===== src/rtl/cpu_run_tracer.sv =====
// Run controller and execution-trace FIFO for the single-cycle MIPS core.
// Releases the CPU, gates it by instruction count or PC breakpoint, and records each retired instruction.
module cpu_run_tracer #(
   parameter int PC_W          = 5,
   parameter int DATA_W        = 32,
   parameter int DEPTH         = 16,
   parameter int NUM_INSTR     = 7,
   parameter int RST_CYCLES    = 2,
   parameter int STALL_ON_FULL = 1
) (
   input  logic              clk,
   input  logic              reset,
   input  logic              start,
   input  logic [15:0]       run_limit,
   input  logic              bp_en,
   input  logic [PC_W-1:0]   bp_pc,
   input  logic [PC_W-1:0]   pc_in,
   input  logic [DATA_W-1:0] instr_in,
   input  logic [DATA_W-1:0] alu_result_in,
   input  logic [DATA_W-1:0] wb_data_in,
   input  logic              zero_in,
   output logic              cpu_reset_n,
   output logic              cpu_run,
   output logic              rd_valid,
   input  logic              rd_ready,
   output logic [PC_W-1:0]   rd_pc,
   output logic [DATA_W-1:0] rd_instr,
   output logic [DATA_W-1:0] rd_alu,
   output logic [DATA_W-1:0] rd_wb,
   output logic              rd_zero,
   output logic              busy,
   output logic              done,
   output logic              bp_hit,
   output logic              overflow,
   output logic [15:0]       retired_count
);

   localparam int AW    = $clog2(DEPTH);
   localparam int REC_W = PC_W + 3 * DATA_W + 1;

   localparam logic [1:0] IDLE      = 2'd0;
   localparam logic [1:0] RESET_CPU = 2'd1;
   localparam logic [1:0] RUN       = 2'd2;
   localparam logic [1:0] DONE      = 2'd3;

   logic [1:0]       state;
   logic [15:0]      rstCnt;
   logic [15:0]      limitQ;
   logic             bpEnQ;
   logic [PC_W-1:0]  bpPcQ;
   logic [15:0]      retiredCount;
   logic             bpHitQ;
   logic             overflowQ;

   logic [REC_W-1:0] mem [DEPTH];
   logic [AW-1:0]    wrPtr;
   logic [AW-1:0]    rdPtr;
   logic [AW:0]      count;

   logic             fifoFull;
   logic             fifoEmpty;
   logic             startOk;
   logic             runActive;
   logic             pop;
   logic             pushOk;
   logic             limitHit;
   logic             bpMatch;
   logic [REC_W-1:0] wrRec;

   assign fifoFull  = (count == (AW+1)'(DEPTH));
   assign fifoEmpty = (count == '0);
   assign startOk   = start && ((state == IDLE) || (state == DONE));
   assign runActive = (state == RUN) && !((STALL_ON_FULL != 0) && fifoFull);
   assign pop       = !fifoEmpty && rd_ready;
   // In drop mode a capture while full only lands if the head leaves on the same edge.
   assign pushOk    = runActive && (!fifoFull || pop);
   assign limitHit  = (({1'b0, retiredCount} + 17'd1) == {1'b0, limitQ});
   assign bpMatch   = bpEnQ && (pc_in == bpPcQ);
   assign wrRec     = {pc_in, instr_in, alu_result_in, wb_data_in, zero_in};

   always_ff @(posedge clk or negedge reset) begin
      if (!reset) begin
         state        <= IDLE;
         rstCnt       <= '0;
         limitQ       <= '0;
         bpEnQ        <= 1'b0;
         bpPcQ        <= '0;
         retiredCount <= '0;
         bpHitQ       <= 1'b0;
         overflowQ    <= 1'b0;
      end else if (startOk) begin
         limitQ       <= (run_limit == '0) ? 16'(NUM_INSTR) : run_limit;
         bpEnQ        <= bp_en;
         bpPcQ        <= bp_pc;
         retiredCount <= '0;
         bpHitQ       <= 1'b0;
         overflowQ    <= 1'b0;
         rstCnt       <= '0;
         state        <= RESET_CPU;
      end else begin
         case (state)
            RESET_CPU: begin
               if (rstCnt == 16'(RST_CYCLES - 1)) begin
                  state <= RUN;
               end else begin
                  rstCnt <= rstCnt + 16'd1;
               end
            end
            RUN: begin
               if (runActive) begin
                  if (retiredCount != 16'hFFFF) begin
                     retiredCount <= retiredCount + 16'd1;
                  end
                  if (fifoFull && !pop) begin
                     overflowQ <= 1'b1;
                  end
                  if (limitHit || bpMatch) begin
                     state <= DONE;
                  end
                  if (bpMatch) begin
                     bpHitQ <= 1'b1;
                  end
               end
            end
            default: ;
         endcase
      end
   end

   always_ff @(posedge clk or negedge reset) begin
      if (!reset) begin
         wrPtr <= '0;
         rdPtr <= '0;
         count <= '0;
      end else if (startOk) begin
         wrPtr <= '0;
         rdPtr <= '0;
         count <= '0;
      end else begin
         if (pushOk) begin
            wrPtr <= wrPtr + 1'b1;
         end
         if (pop) begin
            rdPtr <= rdPtr + 1'b1;
         end
         case ({pushOk, pop})
            2'b10:   count <= count + 1'b1;
            2'b01:   count <= count - 1'b1;
            default: ;
         endcase
      end
   end

   always_ff @(posedge clk) begin
      if (pushOk) begin
         mem[wrPtr] <= wrRec;
      end
   end

   assign rd_valid = !fifoEmpty;
   assign {rd_pc, rd_instr, rd_alu, rd_wb, rd_zero} = rd_valid ? mem[rdPtr] : '0;

   assign cpu_reset_n   = (state == RUN) || (state == DONE);
   assign cpu_run       = runActive;
   assign busy          = (state == RESET_CPU) || (state == RUN);
   assign done          = (state == DONE);
   assign bp_hit        = bpHitQ;
   assign overflow      = overflowQ;
   assign retired_count = retiredCount;

endmodule


===== config.mk =====
export PLATFORM = sky130hd
export DESIGN_NAME = cpu_run_tracer
export DESIGN_NICKNAME = d
export VERILOG_FILES = /design/src/rtl/cpu_run_tracer.sv
export SDC_FILE = /design/constraint.sdc
export NUM_CORES = 2
export LEC_CHECK = 0
export BUFFER_PORTS_ARGS = -buffer_cell sky130_fd_sc_hd__buf_2
export CAP_MARGIN = 20
export CORE_MARGIN = 8
export CORE_UTILIZATION = 61
export DETAILED_ROUTE_END_ITERATION = 6
export PLACE_DENSITY = 0.79
export SLEW_MARGIN = 20
export SYNTH_ARGS = -nofsm -noshare
export SYNTH_HDL_FRONTEND = slang
export SYNTH_SLANG_ARGS = --single-unit

===== constraint.sdc =====
create_clock -name clk -period 5 [get_ports clk]
set_input_delay 0.75 -clock clk [delete_from_list [all_inputs] [get_ports clk]]
set_output_delay 0.75 -clock clk [all_outputs]
set_load 0.02 [all_outputs]

# Yosys cells after proc, flatten, opt, wreduce, memory -nomap -nowiden
# Memory sizes are Yosys's and may differ from the RTL's.
# Index checks and enable logic that the tools add are counted.
[totals]
ff_bits = 71
ram_bits = 1632
input_bits = 128
out_inout_bits = 125
wordCells = 95
n_memories = 1
[classes]
add_sub_neg = 7
eq_ne = 14
n_mux = 30
n_reduce_logical = 32
[memory_table]
columns = ["memory", "depth", "width", "read_ports", "rd_ports_with_merged_regs", "write_ports", "line", "source"]
rows = [
  ["mem", 16, 102, 1, 0, 1, "55", "logic [REC_W-1:0] mem [DEPTH];"],
]
[op_table]
columns = ["cell", "n"]
rows = [
  ["$mux 16", 8],
  ["$mux 102", 1],
  ["$add 16x1->16 const B", 2],
  ["$add 16x1->17 const B", 1],
  ["$eq 17x16->1", 1],
  ["$eq 16x1->1 const B", 1],
  ["$logic_not 16->1", 1],
  ["$mux 4", 4],
  ["$ne 16x16->1 const B", 1],
  ["$reduce_bool 2->1", 8],
  ["$mux 1", 10],
  ["$pmux 5 s2", 1],
  ["$reduce_and 3->1", 3],
  ["$add 4x1->4 const B", 2],
  ["$mux 2", 4],
  ["$eq 2x2->1 const B", 3],
  ["$logic_and 1x1->1", 6],
  ["$ne 3x3->1 const B", 2],
  ["$reduce_bool 3->1", 2],
  ["$add 5x1->5 const B", 1],
  ["$eq 5x5->1", 1],
  ["$eq 5x5->1 const B", 1],
  ["$logic_not 5->1", 1],
  ["$logic_or 1x1->1", 5],
  ["other kinds (10)", 13],
]

# Depth between registers and ports, before layout
[logic_depth]
word_depth = 9
ltp_mapped = 12
ltp_nobuf = 11

# Worst setup path after synthesis
# No wires, ideal clock.
[synth_path]
path_kind = "register to register"
start = "register state[0]"
end = "memory mem[4][0] in the netlist's numbering, enable pin"
setup_ns = 0.473
t_arrival_ns = 4.133
required_ns = 4.527
setup_slack_ns = 0.394
stages_incl_launch_ff = 10
path_buffers = 2
period_less_slack_ns = 4.606
cell_sequence = "dfrtp_1 -> inv_1 -> ha_1 -> a21bo_1 -> buf_2 -> inv_1 -> clkbuf_1 -> nand2_1 -> nor2_1 -> and2_1"
[synth_between]
elab_chain_cells = 5
[synth_rtl]
columns = ["element", "line", "source"]
rows = [
  ["start: declaration", "46", "logic [1:0] state;"],
  ["start signal: assignment", "83", "state <= IDLE;"],
  ["start signal: assignment", "99", "state <= RESET_CPU;"],
  ["start signal: assignment", "104", "state <= RUN;"],
  ["$eq 2x2->1", "73", "assign runActive = (state == RUN) && !((STALL_ON_FULL != 0) && fifoFull);"],
  ["$logic_and 1x1->1", "73", ""],
  ["via cpu_run", "23", "output logic cpu_run,"],
  ["$logic_and 1x1->1", "76", "assign pushOk = runActive && (!fifoFull || pop);"],
  ["$mux 1", "155", "if (pushOk) begin"],
  ["$mux 1 (implied by the code)", "156", "mem[wrPtr] <= wrRec;"],
  ["end: declaration", "55", ""],
]
# The timed path passes the listed nets, and every way through them passes these cells.

# Final worst setup path
[layout_path]
start = "register rdPtr[0]"
end = "output port rd_instr[5]"
[layout_between]
elab_chain_cells = 2
[layout_rtl]
columns = ["element", "line", "source"]
rows = [
  ["start: declaration", "57", "logic [AW-1:0] rdPtr;"],
  ["start signal: assignment", "144", "rdPtr <= rdPtr + 1'b1;"],
  ["$mem_v2 16x102", "-", ""],
  ["$mux 102", "161", "assign {rd_pc, rd_instr, rd_alu, rd_wb, rd_zero} = rd_valid ? mem[rdPtr] : '0;"],
  ["end: declaration", "27", "output logic [DATA_W-1:0] rd_instr,"],
]
# Every way passes these cells.

==> metrics.txt <==
Synth-to-Final Area Change=13.3%; via count=31.9k; Tcrit/Tclk final=87.5%; non-filler cells, final=4,759; ys async rst share=4.17%; number of port buffers=252; initial antenna violation count=28; Setup TNS=0 ns; fin crit period=~4.4 ns; R2R Path End=mem[7][11]$_DFFE_PP_; Clock Skews=slightly below 0.03 ns; # H-tree levels=4; Via-to-Cell Ratio=6.69; clock sink count=1,703; PwrDens=roughly 620 mW/mm^2; run status=complete, no violations; largest net degree at the start of global routing=92; GRT Total Usage=26.7%; R2R Path Start=state[0]$_DFFE_PN0P_; Hold Path End=bpEnQ$_DFFE_PN0P_; Fillers=6,136; Max Cap Viol=0; measured slew at the worst slew-check pin=1.01 ns; fraction of layout cells with a size suffix above 1=between 30% and 40%; kind of end point of the critical path=primary output; CTS Buf Count=165; Mapped Cells=2,861; die height=about 340 microns; Netlist cell types=59; Post-synth EDFFs=1,632; Final setup viols=0; clk root buf=clkbuf_16; CP arrival=between 3 and 4 ns; HPWL Detailed=78,600 microns; Area contributors post-synth=edfxtp_1 (74%), mux4_2 (17%), dfrtp_1 (2.7%); Critical Path RT=around 4.3 ns; Slew Viols, Final=0; die width=345 microns; critical path class=register to primary output; Core Rows=120; Clock Tree Buf Depth=3; Hold WC Path Type=primary input to register; clock share of power=about a quarter; Hold Vio Cnt, Final=0; I/O Pins=253; R2R Setup Slk=1.35 ns; Slew HR=32.5%; Worst VDD drop=a little under 600 uV; worst min-delay path startpoint=bp_en; RSZ-0062 raised after global routing=no; initial drt markers=3,653; first-pass GRT wire length=228,000 microns; Pint=0.0317 W; cell taking the most area after synthesis=edfxtp_1; Worst Hold Depth=3; WL per Instance=32.9 microns; switching power share of the total=31.5%; met1 Use GR=about a third; DRC Markers=0; CTS tree=yes; DP Cell Count=4,443; Post-CTS Resized=0; sequential share of power=between 40% and 50%; synthesized area per cell=23.1 sq um; gr busiest metal=met2; postcts setup bufs=0; critical path peak fanout=31; Nets=3,351; Net Sw Power=roughly 0.015 W; highest achievable clock rate=between 200 and 250 MHz; die area=0.119 sq mm; DR pass1 iterations=6; Static Leakage=24.2 nW; routing usage on met3=~6%; worst-skew pair later-pin latency=just under 0.8 ns; GRT Residual Overflow=0; crit start category=register; Post-synth top flop=edfxtp_1; Seq cells post-synth=1,703; register area=0.0508 sq mm; vias in the first global route=33.6k; Multi-input gate area=0.0145 sq mm; post-synthesis sequential area ratio=approximately 77%; Clock transition at path regs=0.06 ns; syn_nets=3,004; Core ar.=0.107 sq mm; Worst Reg-to-Reg Cells=8; CTS Hold Bufs=1; met2 global-route usage=45.0%; top cell type's share of synthesized area=74.3%; Antenna Nets Post-Route=0; combinational share of power=32.6%; post-synthesis cell area=roughly 0.066 sq mm; initial core utilization=61.6%; Routed WL=157,000 microns; Final Wtd Congestion=just under 0.8; Yosys Warn Count=0
-- synth_stat cells (2+ instances only) --
master	count
and3_1	12
and4_1	9
nand4_1	9
o211ai_2	2
nand2_1	79
dfrtp_1	71
xnor2_1	32
a21o_1	3
nor4_1	11
edfxtp_1	1632
ha_1	14
nand2b_1	3
o22a_1	3
inv_1	17
a21oi_1	23
or3_1	7
buf_2	59
buf_1	8
nor3_1	4
nand3_1	27
nor3b_1	2
a211oi_1	4
o21ai_0	10
clkbuf_1	86
and2_1	113
nor2_1	48
o211ai_1	3
o2111ai_1	2
mux4_2	510
xor2_1	29
-- metal layers --
layer	part of all wire [%]	vias up
met4	2.9	18
met2	51	1911
met1	36	16900
li1	-	12800
met5	0.080	-
met3	9.6	317
-- state kept, by name, summed over array words and instances (netlist names) --
signal	cells
retired_count	16
wrPtr	4
overflow	1
rdPtr	4
mem	1632
state	2
bp_hit	1
rstCnt	16
limitQ	16
bpEnQ	1
count	5
bpPcQ	5
-- worst max path at each step --
stage	startpoint	endpoint	slack [ns]	cells past startpoint
global route	rdPtr[0]$_DFFE_PN0P_	rd_alu[8]	0.44	6
CTS	rdPtr[0]$_DFFE_PN0P_	rd_instr[5]	0.53	6
floorplan	state[0]$_DFFE_PN0P_	mem[4][0]$_DFFE_PP_	0.39	9
finish	rdPtr[0]$_DFFE_PN0P_	rd_instr[5]	0.62	6
detailed placement	rdPtr[0]$_DFFE_PN0P_	rd_alu[8]	1.36	6
global placement	rdPtr[0]$_DFFE_PN0P_	rd_alu[8]	1.43	6
-- power groups by stage --
| stage | logic [W] | clock network, W | registers, W |
|---|---|---|---|
| 6_report | 0.0151 | 0.0120 | 0.0192 |
| 5_1_grt | 0.0159 | 0.0127 | 0.0194 |
| 4_1_cts | 0.0153 | 0.0121 | 0.0192 |
| 3_5_place_dp | 0.0151 | 0 | 0.0194 |
| 3_3_place_gp | 0.0148 | 0 | 0.0192 |
| 2_1_floorplan | 0.00999 | 0 | 0.0192 |
-- through the flow --
stage          utilization (%)  hold WS [ns]  setup slack, ns  power [W]  cell area [sq um]
6_report                  69.8         0.194            0.623     0.0463              74800
5_1_grt                   69.7         0.177            0.444     0.0479              74800
4_1_cts                   69.7         0.141            0.530     0.0467              74700
3_5_place_dp              64.9         0.469             1.36     0.0345              69600
3_3_place_gp              64.9         0.464             1.43     0.0340              69600
2_1_floorplan                -         0.445            0.394     0.0292              66000
-- critical path: stages (launching register included) --
cell and delay, ns:
dfrtp_4 0.75, buf_12 0.34, buf_12 0.27, mux4_2 0.56
mux4_2 0.52, and2_1 0.19, buf_2 0.16
-- cells by family after synthesis --
| kind of cell | Yosys count | synth area share [%] |
|---|---|---|
| mux | 512 | 17.4 |
| buf+inv | 171 | 1.09 |
| compound gates | 63 | 0.650 |
| fa+ha+maj | 15 | 0.296 |
| simple gates | 336 | 2.76 |
| flops | 1703 | 77.0 |
| xor+xnor | 61 | 0.810 |
-- cells in the final DEF (no fill, tap or decap), types with 3 or more instances in the layout --
master and count:
nor3_1 4, inv_16 4, and2_4 8, buf_4 39
o21ai_0 10, edfxtp_1 1632, and3_4 4, clkbuf_16 167
ha_1 14, nor2_1 48, and4_4 4, dfrtp_4 4
buf_12 42, xnor2_1 32, a21o_1 3, a211oi_1 4
mux4_2 510, and4_1 5, and3_1 8, clkinv_1 44
and2_1 104, diode_2 14, o22a_1 3, clkinv_2 24
nand3_1 27, nor4_1 11, inv_1 17, nand4_1 9
clkinv_8 4, nand2_1 79, xor2_1 29, buf_2 252
o211ai_1 3, or3_1 7, bufinv_16 10, clkbuf_1 37
inv_6 6, a21oi_1 23, dfrtp_1 67
-- area by class of cell --
class | count | share of cell area [%]
sequential | 1703 | 67.9
multi-input combinational | 987 | 19.5
antenna | 14 | 0.0469
timing repair buffer | 334 | 3.22
clock buffer | 206 | 5.81
tap | 1403 | 2.35
inverter | 17 | 0.0853
clock inverter | 95 | 1.11
No activity file was read; power rests on OpenSTA's default activity.
